===== src/rtl/hilo_muldiv_unit_pkg.sv =====
// Shared HILO op codes and multiply/divide FSM encodings.
// Latency: n/a (declarations only).
// Backpressure: n/a.
package hilo_muldiv_unit_pkg;

  // HILO op codes as driven by decode alongside HILOwe
  localparam logic [2:0] HILO_MULT  = 3'b000;
  localparam logic [2:0] HILO_MULTU = 3'b001;
  localparam logic [2:0] HILO_DIV   = 3'b010;
  localparam logic [2:0] HILO_DIVU  = 3'b011;
  localparam logic [2:0] HILO_MTHI  = 3'b100;
  localparam logic [2:0] HILO_MTLO  = 3'b101;
  localparam logic [2:0] HILO_NONE  = 3'b111;

  typedef enum logic [1:0] {
    ST_IDLE = 2'd0,
    ST_MUL  = 2'd1,
    ST_DIV  = 2'd2,
    ST_DFIX = 2'd3
  } hilo_state_e;

  // MULT and DIV treat operands as two's complement; everything else is unsigned
  function automatic logic is_signed_op(input logic [2:0] op);
    return (op == HILO_MULT) || (op == HILO_DIV);
  endfunction

endpackage


===== src/rtl/hilo_muldiv_unit_if.sv =====
// Execute-stage <-> HILO unit bundle: op request in, busy/done/HI/LO out.
// Latency: n/a (wiring only).
// Backpressure: busy tells the requester to hold its instruction.
interface hilo_muldiv_unit_if #(
  parameter int WIDTH = 32
);
  logic             start;
  logic [2:0]       op;
  logic [WIDTH-1:0] a;
  logic [WIDTH-1:0] b;
  logic             flush;
  logic             busy;
  logic             done;
  logic [WIDTH-1:0] hi;
  logic [WIDTH-1:0] lo;

  modport master (
    output start, op, a, b, flush,
    input  busy, done, hi, lo
  );

  modport slave (
    input  start, op, a, b, flush,
    output busy, done, hi, lo
  );
endinterface


===== src/rtl/hilo_muldiv_unit_div_iter.sv =====
// Restoring divider core on magnitudes, one quotient bit per step, MSB first.
// Latency: WIDTH asserted step cycles after start; valid rises with the last step.
// Backpressure: none; steps advance only while the parent holds step high.
module hilo_div_iter #(
  parameter int WIDTH = 32
) (
  input  logic             clk,
  input  logic             reset,
  input  logic             start,
  input  logic             step,
  input  logic [WIDTH-1:0] dividend,
  input  logic [WIDTH-1:0] divisor,
  output logic [WIDTH-1:0] quotient,
  output logic [WIDTH-1:0] remainder,
  output logic             valid
);

  localparam int SW = $clog2(WIDTH + 1);

  logic [WIDTH-1:0] q_q;
  logic [WIDTH-1:0] r_q;
  logic [WIDTH-1:0] d_q;
  logic [SW-1:0]    steps_q;
  logic             valid_q;

  logic [WIDTH:0]   rem_sh;
  logic [WIDTH:0]   diff;
  logic             borrow;

  // Trial subtraction of the divisor from the shifted partial remainder
  always_comb begin
    rem_sh = {r_q, q_q[WIDTH-1]};
    diff   = rem_sh - {1'b0, d_q};
    borrow = diff[WIDTH];
  end

  // Shift in one quotient bit per step; restore the remainder on borrow
  always_ff @(posedge clk) begin
    if (reset) begin
      q_q     <= '0;
      r_q     <= '0;
      d_q     <= '0;
      steps_q <= '0;
      valid_q <= 1'b0;
    end else if (start) begin
      q_q     <= dividend;
      r_q     <= '0;
      d_q     <= divisor;
      steps_q <= '0;
      valid_q <= 1'b0;
    end else if (step && !valid_q) begin
      q_q     <= {q_q[WIDTH-2:0], ~borrow};
      r_q     <= borrow ? rem_sh[WIDTH-1:0] : diff[WIDTH-1:0];
      steps_q <= steps_q + SW'(1);
      valid_q <= (steps_q == SW'(WIDTH - 1));
    end
  end

  assign quotient  = q_q;
  assign remainder = r_q;
  assign valid     = valid_q;

endmodule


===== src/rtl/hilo_muldiv_unit.sv =====
// HI/LO owner: MTHI/MTLO in one edge, multi-cycle MULT(U), iterative DIV(U).
// Latency: MULT(U) busy MULT_CYCLES cycles, DIV(U) busy WIDTH+1 cycles, done pulses after.
// Backpressure: busy high while an op is in flight; new starts are ignored until idle.
module hilo_muldiv_unit
  import hilo_muldiv_unit_pkg::*;
#(
  parameter int WIDTH       = 32,
  parameter int MULT_CYCLES = 5
) (
  input logic              clk,
  input logic              reset,
  hilo_muldiv_unit_if.slave bus
);

  localparam int CNT_MAX = (MULT_CYCLES > WIDTH) ? (MULT_CYCLES - 1) : (WIDTH - 1);
  localparam int CW      = $clog2(CNT_MAX + 1);
  localparam logic [CW-1:0] MUL_LOAD = CW'(MULT_CYCLES - 1);
  localparam logic [CW-1:0] DIV_LOAD = CW'(WIDTH - 1);

  hilo_state_e        state, state_n;
  logic [CW-1:0]      cnt, cnt_n;
  logic [WIDTH-1:0]   hi_q, hi_n;
  logic [WIDTH-1:0]   lo_q, lo_n;
  logic               done_q, done_n;
  logic [2*WIDTH-1:0] prod_q, prod_n;
  logic               q_neg, q_neg_n;
  logic               r_neg, r_neg_n;
  logic               bzero, bzero_n;
  logic [WIDTH-1:0]   div_a, div_a_n;

  logic               sgn;
  logic [2*WIDTH-1:0] a_ext;
  logic [2*WIDTH-1:0] b_ext;
  logic [2*WIDTH-1:0] product;
  logic               a_neg;
  logic               b_neg;
  logic [WIDTH-1:0]   a_mag;
  logic [WIDTH-1:0]   b_mag;

  logic               div_start;
  logic               div_step;
  logic [WIDTH-1:0]   div_q;
  logic [WIDTH-1:0]   div_r;
  logic               div_valid;

  // Operand conditioning: extended product and WIDTH-bit magnitudes
  always_comb begin
    sgn     = is_signed_op(bus.op);
    a_ext   = sgn ? {{WIDTH{bus.a[WIDTH-1]}}, bus.a} : {{WIDTH{1'b0}}, bus.a};
    b_ext   = sgn ? {{WIDTH{bus.b[WIDTH-1]}}, bus.b} : {{WIDTH{1'b0}}, bus.b};
    product = a_ext * b_ext;
    a_neg   = sgn & bus.a[WIDTH-1];
    b_neg   = sgn & bus.b[WIDTH-1];
    a_mag   = a_neg ? -bus.a : bus.a;
    b_mag   = b_neg ? -bus.b : bus.b;
  end

  hilo_div_iter #(
    .WIDTH (WIDTH)
  ) u_div (
    .clk       (clk),
    .reset     (reset),
    .start     (div_start),
    .step      (div_step),
    .dividend  (a_mag),
    .divisor   (b_mag),
    .quotient  (div_q),
    .remainder (div_r),
    .valid     (div_valid)
  );

  // Next state, HI/LO write-back and operand latching
  always_comb begin
    state_n   = state;
    cnt_n     = cnt;
    hi_n      = hi_q;
    lo_n      = lo_q;
    done_n    = 1'b0;
    prod_n    = prod_q;
    q_neg_n   = q_neg;
    r_neg_n   = r_neg;
    bzero_n   = bzero;
    div_a_n   = div_a;
    div_start = 1'b0;
    div_step  = 1'b0;

    case (state)
      ST_IDLE: begin
        if (bus.start && !bus.flush) begin
          case (bus.op)
            HILO_MTHI: hi_n = bus.a;
            HILO_MTLO: lo_n = bus.a;
            HILO_MULT, HILO_MULTU: begin
              prod_n  = product;
              cnt_n   = MUL_LOAD;
              state_n = ST_MUL;
            end
            HILO_DIV, HILO_DIVU: begin
              q_neg_n   = a_neg ^ b_neg;
              r_neg_n   = a_neg;
              bzero_n   = (bus.b == '0);
              div_a_n   = bus.a;
              div_start = 1'b1;
              cnt_n     = DIV_LOAD;
              state_n   = ST_DIV;
            end
            default: ;
          endcase
        end
      end

      ST_MUL: begin
        if (bus.flush) begin
          cnt_n   = '0;
          state_n = ST_IDLE;
        end else if (cnt == '0) begin
          {hi_n, lo_n} = prod_q;
          done_n       = 1'b1;
          state_n      = ST_IDLE;
        end else begin
          cnt_n = cnt - CW'(1);
        end
      end

      ST_DIV: begin
        if (bus.flush) begin
          cnt_n   = '0;
          state_n = ST_IDLE;
        end else begin
          div_step = 1'b1;
          if (cnt == '0) begin
            state_n = ST_DFIX;
          end else begin
            cnt_n = cnt - CW'(1);
          end
        end
      end

      ST_DFIX: begin
        state_n = ST_IDLE;
        if (!bus.flush && div_valid) begin
          done_n = 1'b1;
          if (bzero) begin
            hi_n = div_a;
            lo_n = '1;
          end else begin
            lo_n = q_neg ? -div_q : div_q;
            hi_n = r_neg ? -div_r : div_r;
          end
        end
      end

      default: state_n = ST_IDLE;
    endcase
  end

  // State, counter, HI/LO and latched operands
  always_ff @(posedge clk) begin
    if (reset) begin
      state  <= ST_IDLE;
      cnt    <= '0;
      hi_q   <= '0;
      lo_q   <= '0;
      done_q <= 1'b0;
      prod_q <= '0;
      q_neg  <= 1'b0;
      r_neg  <= 1'b0;
      bzero  <= 1'b0;
      div_a  <= '0;
    end else begin
      state  <= state_n;
      cnt    <= cnt_n;
      hi_q   <= hi_n;
      lo_q   <= lo_n;
      done_q <= done_n;
      prod_q <= prod_n;
      q_neg  <= q_neg_n;
      r_neg  <= r_neg_n;
      bzero  <= bzero_n;
      div_a  <= div_a_n;
    end
  end

  assign bus.busy = (state != ST_IDLE);
  assign bus.done = done_q;
  assign bus.hi   = hi_q;
  assign bus.lo   = lo_q;

endmodule


===== src/flat_wrapper.sv =====
// flat-port wrapper written by rule: the top's interface ports become plain ports
module hilo_muldiv_unit_flat import hilo_muldiv_unit_pkg::*;
#(
  parameter int WIDTH       = 32,
  parameter int MULT_CYCLES = 5
)
  (clk, reset, bus_start, bus_op, bus_a, bus_b, bus_flush, bus_busy, bus_done, bus_hi, bus_lo);
  hilo_muldiv_unit_if #(.WIDTH(WIDTH)) bus_i ();
  input logic clk;
  input logic reset;
  input wire logic [$bits(bus_i.start)-1:0] bus_start;
  input wire logic [$bits(bus_i.op)-1:0] bus_op;
  input wire logic [$bits(bus_i.a)-1:0] bus_a;
  input wire logic [$bits(bus_i.b)-1:0] bus_b;
  input wire logic [$bits(bus_i.flush)-1:0] bus_flush;
  output wire logic [$bits(bus_i.busy)-1:0] bus_busy;
  output wire logic [$bits(bus_i.done)-1:0] bus_done;
  output wire logic [$bits(bus_i.hi)-1:0] bus_hi;
  output wire logic [$bits(bus_i.lo)-1:0] bus_lo;
  assign bus_i.start = bus_start;
  assign bus_i.op = bus_op;
  assign bus_i.a = bus_a;
  assign bus_i.b = bus_b;
  assign bus_i.flush = bus_flush;
  assign bus_busy = bus_i.busy;
  assign bus_done = bus_i.done;
  assign bus_hi = bus_i.hi;
  assign bus_lo = bus_i.lo;
  hilo_muldiv_unit #(.WIDTH(WIDTH), .MULT_CYCLES(MULT_CYCLES)) u_core (.clk(clk), .reset(reset), .bus(bus_i));
endmodule

===== config.mk =====
export PLATFORM = sky130hd
export DESIGN_NAME = hilo_muldiv_unit_flat
export DESIGN_NICKNAME = d
export VERILOG_FILES = /design/src/rtl/hilo_muldiv_unit_pkg.sv /design/src/rtl/hilo_muldiv_unit_if.sv /design/src/rtl/hilo_muldiv_unit_div_iter.sv /design/src/rtl/hilo_muldiv_unit.sv /design/src/flat_wrapper.sv
export SDC_FILE = /design/constraint.sdc
export NUM_CORES = 2
export LEC_CHECK = 0
export CAP_MARGIN = 0
export CELL_PAD_IN_SITES_DETAIL_PLACEMENT = 1
export CELL_PAD_IN_SITES_GLOBAL_PLACEMENT = 1
export CORE_MARGIN = 2
export CORE_UTILIZATION = 55
export DETAILED_ROUTE_END_ITERATION = 7
export PLACE_DENSITY_LB_ADDON = 0.1
export SLEW_MARGIN = 20
export SYNTH_ARGS = -nofsm -noshare
export SYNTH_HDL_FRONTEND = slang
export SYNTH_SLANG_ARGS = --single-unit
export TNS_END_PERCENT = 1

===== constraint.sdc =====
create_clock -name clk -period 23.4 [get_ports clk]
set_input_delay 4.68 -clock clk [delete_from_list [all_inputs] [get_ports clk]]
set_output_delay 4.68 -clock clk [all_outputs]
set_load 0.01 [all_outputs]

== After elaboration in Yosys (flattened, before gate mapping) ==
Index checks and enable logic that the tools add are counted.
Widths: inputs -> output; s select.

* Output and inout port bits: 66
* Input port bits: 71
* Logic and storage cells: 114
* Flip-flop bits (word level): 274

* $add $sub $neg: 7
* Reductions and logical operators: 24
* Equality and inequality tests: 19
* Multipliers: 1
* Bitwise operators: 4
* Multiplexer cells: 44

{| class="wikitable"
|+ Operator list
! kind !! number
|-
| $mux 32 || 19
|-
| $pmux 32 s3 || 2
|-
| $mux 64 || 2
|-
| $neg 32->32 || 4
|-
| $mul 64x64->64 || 1
|-
| $sub 33x32->33 || 1
|-
| $logic_not 32->1 || 1
|-
| $pmux 5 s2 || 2
|-
| $mux 5 || 3
|-
| $reduce_and 6->1 || 2
|-
| $mux 2 || 5
|-
| $mux 1 || 8
|-
| $pmux 2 s4 || 1
|-
| $reduce_and 4->1 || 2
|-
| $reduce_or 2->1 || 4
|-
| $add 6x1->6 const B || 1
|-
| $eq 3x2->1 const B || 2
|-
| $eq 3x3->1 const B || 2
|-
| $eq 6x5->1 const B || 1
|-
| $ne 2x1->1 const B || 3
|-
| $ne 2x2->1 const B || 3
|-
| $ne 3x2->1 const B || 2
|-
| $ne 3x3->1 const B || 2
|-
| $reduce_and 3->1 || 2
|-
| 17 further kinds || 24
|}

== Logic depth before layout (Yosys ltp) ==
* Depth after elaboration: 6
* Gate-level depth with buffers: 38

== By module ==
A second synthesis with hierarchy kept.

* Cells, all modules: 7,346
* Area, all modules: 63,847.5 µm²

{| class="wikitable"
|+ By module, submodules not included
! module !! instances !! area each (µm²) !! seq. area each (µm²) !! cells an instance
|-
| hilo_muldiv_unit || 1 || 57,677.8 || 3,423.3 || 6,525
|-
| hilo_div_iter || 1 || 6,169.7 || 2,062.0 || 821
|}

== Worst setup path after synthesis ==
No wires, ideal clock.

* Path kind: input to register
* Start: input port bus_op[2]
* End: register u_core.prod_q[54]
* Path buffers: 4
* Arrival: 13.898 ns
* Setup time: 0.120 ns
* Required time: 23.280 ns
* Cell stages on the path: 31
* Setup slack: 9.382 ns
* Cells stage by stage: nor2_1 and2_1 clkbuf_1 clkbuf_1 clkbuf_1 nand2_1 fa_1 inv_1 fa_1 fa_1 inv_1 fa_1 inv_1 fa_1 fa_1 fa_1 fa_1 fa_1 inv_1 fa_1 inv_1 ha_1 clkbuf_1 and4_1 nand2_1 or2_2 o31ai_1 a31oi_1 o21ai_0 nor4_1 a211o_1

* Word-level cells in the longest chain between the ends: 4

{| class="wikitable"
|+ RTL lines
! what !! line !! RTL
|-
| start: declaration || flat_wrapper.sv:12 || <nowiki>input wire logic [$bits(bus_i.op)-1:0] bus_op;</nowiki>
|-
| $eq 3x2->1 or $logic_not 3->1 (tied branches) || hilo_muldiv_unit_pkg.sv:24, hilo_muldiv_unit.sv:90 ||
|-
| $logic_or 1x1->1 || hilo_muldiv_unit_pkg.sv:24 || <nowiki>return (op == HILO_MULT) || (op == HILO_DIV);</nowiki>
|-
| $mux 64 (on tied branches) || hilo_muldiv_unit.sv:49, hilo_muldiv_unit.sv:50 ||
|-
| $mul 64x64->64 || hilo_muldiv_unit.sv:51 || <nowiki>product = a_ext * b_ext;</nowiki>
|-
| end signal: assignment || hilo_muldiv_unit.sv:176 || <nowiki>prod_q <= prod_n;</nowiki>
|-
| end: declaration || hilo_muldiv_unit.sv:25 || <nowiki>logic [2*WIDTH-1:0] prod_q, prod_n;</nowiki>
|}

Parallel ways exist; a longest one is shown, timed or not.
A chain may end at the register's enable or synchronous reset.

== Final worst setup path ==
Ends and elaborated chain as after synthesis.

==> metrics.csv <==
metric,value,unit
endpoint_kind,flip-flop,
synthAdderAreaFrac,0.523,
drive_gt1_frac,0.0308,
status,"complete, no violations",
layout_common_cells,"1548 x inv_1, 1430 x fa_1, 939 x nand2_1",
grt.met3_usage,0.0747,
via_count,49700,
port_buffers,136,
cts_tree,yes,
critPathSlowestCell,fa_1,
layout_commonest_cell,inv_1,
cts_resized,0,
netlist.area_leader.share,0.454,
grt_pass1_wl,339000,um
ys_seq_elements,274,
hold_viol,0,
busiest_layer,met2,
required,23.86,ns
reg2reg_to,u_core.u_div.remainder[12]$_SDFFE_PP0P_,
synth_seq_area_share,0.0870,
path_max_fanout,44,
setup_tns,0,ns
area_growth,5.22,%
via_per_inst,5.86,
post-route-min-period,15.10,ns
cts_buffers,28,
r2r-start,u_core.u_div.quotient[31]$_SDFFE_PP0P_,
grt_pass1_vias,55600,
synth-simple-area-share,0.148,
synth.top_cells.by_area,"fa_1 45%, inv_1 9.2%, dfxtp_1 8.7%, ha_1 6.9%, nand2_1 5.6%",
antenna_found_initial,28,
setup_violations,0,
fin_nets,8797,
htree_num_levels,1,
syn_inst,7117,
synth_edf_count,0,
fmax,0.0662,GHz
syn_nets,8964,
synth_top_family_by_area,adder cells,
rsz0062_at_grt,false,
met1_usage,0.529,
skew,0.0139,ns
slew_violations,0,
clkTransAtPathRegs,0.07,ns
worst_slew_pin_slew,1.03,ns
synth_compound_area_frac,0.0872,
maxCapViolations,0,
reg2regPathDepth,15,
synth.area.mux_share,0.00127,
start_util,0.553,
synth_cell_types,66,
fillers,13300,
hold_buffers,0,
synth_top_cell_by_area,fa_1,
root_buffer,clkbuf_16,
final_antenna_net_count,0,
worst-r2r-setup-slack,18.40,ns
cts_post_setup_buffers_inserted,0,
avgSynthCellArea,8.86,um^2
core_area,114000,um^2
die_area,117000,um^2
drt-total-wl,221000,um
ys_async_sr_fraction,0,
critPathLaunchType,input pin,
synth-xor-area-share,0.0357,
use_met2,0.620,
synth_area,63000,um^2
drt_first_pass_iters,5,
die_w,343,um
cts_sinks,274,
io_pins,137,
hold_class,reg -> reg,
finalCritPeriodShare,0.645,
cp-endpoint,u_core.prod_q[54]$_SDFFE_PP0P_,
overflow,0,
slew_headroom,0.311,
clock_latency,0.58,ns
dominantRegCellSynth,dfxtp_1,
rows,124,
routedWlPerCell,26.0,um
grt_usage,0.384,
clockBufferDepth,3,
drc,0,
die_y,343,um
initialDrtViolationCount,4181,
yosysWarnings,0,
place_congestion,0.983,
grt_max_degree,89,
hpwl,176000,um
crit_top_cell,fa_1,
crit_start,bus_op[2],
cp.arrival,15.56,ns
critPathMaxStageDelay,0.86,ns
path_class,in -> reg,
state kept, by name, indices dropped and copies added (netlist names):
name,flops
u_core.bus.done,1
u_core.bus.hi,32
u_core.bus.lo,32
u_core.bzero,1
u_core.cnt,5
u_core.div_a,32
u_core.prod_q,64
u_core.q_neg,1
u_core.r_neg,1
u_core.state,2
u_core.u_div.d_q,32
u_core.u_div.quotient,32
u_core.u_div.remainder,32
u_core.u_div.steps_q,6
u_core.u_div.valid,1
worst min-delay path by stage:
stage | startpoint | endpoint | slack (ns) | cells past startpoint
6_report | u_core.prod_q[25]$_SDFFE_PP0P_ | u_core.prod_q[25]$_SDFFE_PP0P_ | 0.46 | 2
5_1_grt | u_core.prod_q[40]$_SDFFE_PP0P_ | u_core.prod_q[40]$_SDFFE_PP0P_ | 0.47 | 2
4_1_cts | u_core.prod_q[40]$_SDFFE_PP0P_ | u_core.prod_q[40]$_SDFFE_PP0P_ | 0.45 | 2
3_5_place_dp | u_core.prod_q[18]$_SDFFE_PP0P_ | u_core.prod_q[18]$_SDFFE_PP0P_ | 0.45 | 2
3_3_place_gp | u_core.div_a[30]$_SDFFE_PP0P_ | u_core.div_a[30]$_SDFFE_PP0P_ | 0.44 | 2
2_1_floorplan | u_core.div_a[30]$_SDFFE_PP0P_ | u_core.div_a[30]$_SDFFE_PP0P_ | 0.43 | 2
kinds of logic after synthesis:
family,after synthesis
buffers and inverters,1981
and+or+nand+nor,1969
adders and majority gates,1776
AOI/OAI and AO/OA,852
DFF,274
xor gates and xnor gates,257
muxes,8
per-stage QoR:
| step | hold WS, ns | cell area (um^2) | worst slack (ns) | std cells | util |
|---|---|---|---|---|---|
| after global placement | 0.439 | 65300 | 8.07 | 8432 | 0.573 |
| final | 0.455 | 66300 | 8.30 | 8488 | 0.582 |
| after detailed placement | 0.446 | 65300 | 7.82 | 8432 | 0.573 |
| after floorplan | 0.431 | 63000 | 9.38 | 7117 | - |
| after global routing | 0.473 | 66300 | 7.83 | 8484 | 0.582 |
| after CTS | 0.455 | 66300 | 8.38 | 8482 | 0.582 |
synthesized netlist by cell type, drive strengths merged, types with 11 or more instances:
cell / n
a211oi: 40
a21o: 60
a21oi: 250
a22oi: 67
a311oi: 101
a31oi: 15
and2: 513
and3: 26
buf: 47
clkbuf: 386
dfxtp: 274
fa: 1430
ha: 346
inv: 1548
nand2: 939
nand2b: 30
nand3: 23
nand4: 21
nor2: 263
nor2b: 16
nor3: 40
nor3b: 11
nor4: 15
o21a: 11
o21ai: 193
o21bai: 15
o31ai: 34
o41ai: 15
or3: 25
or4: 23
xnor2: 162
xor2: 95
critical path: cells and delay by family:
family                     cells  cell delay (ns)
buffers and inverters          7             1.67
adders and majority gates     11             6.14
AOI/OAI and AO/OA              4             1.37
and+or+nand+nor                7             1.62
area by class of cell:
class	count	area (um^2)	share of cell area
Sequential cell	274	5490	0.0827
Antenna cell	6	15.0	0.000226
Multi-Input combinational cell	4862	50200	0.757
Timing Repair Buffer	236	1950	0.0294
Clock inverter	13	175	0.00264
Tap cell	1512	1890	0.0285
Inverter	1548	5810	0.0876
Clock buffer	37	796	0.0120
layer usage:
metal  vias up  part of all wire
li1      21100                 -
met1     26100              0.41
met2      2098              0.46
met3       388             0.098
met4        12             0.033
met5         -           0.00037
Power is not shown: default switching activity piles up to over one toggle a cycle in this logic, so the estimate is an artifact.
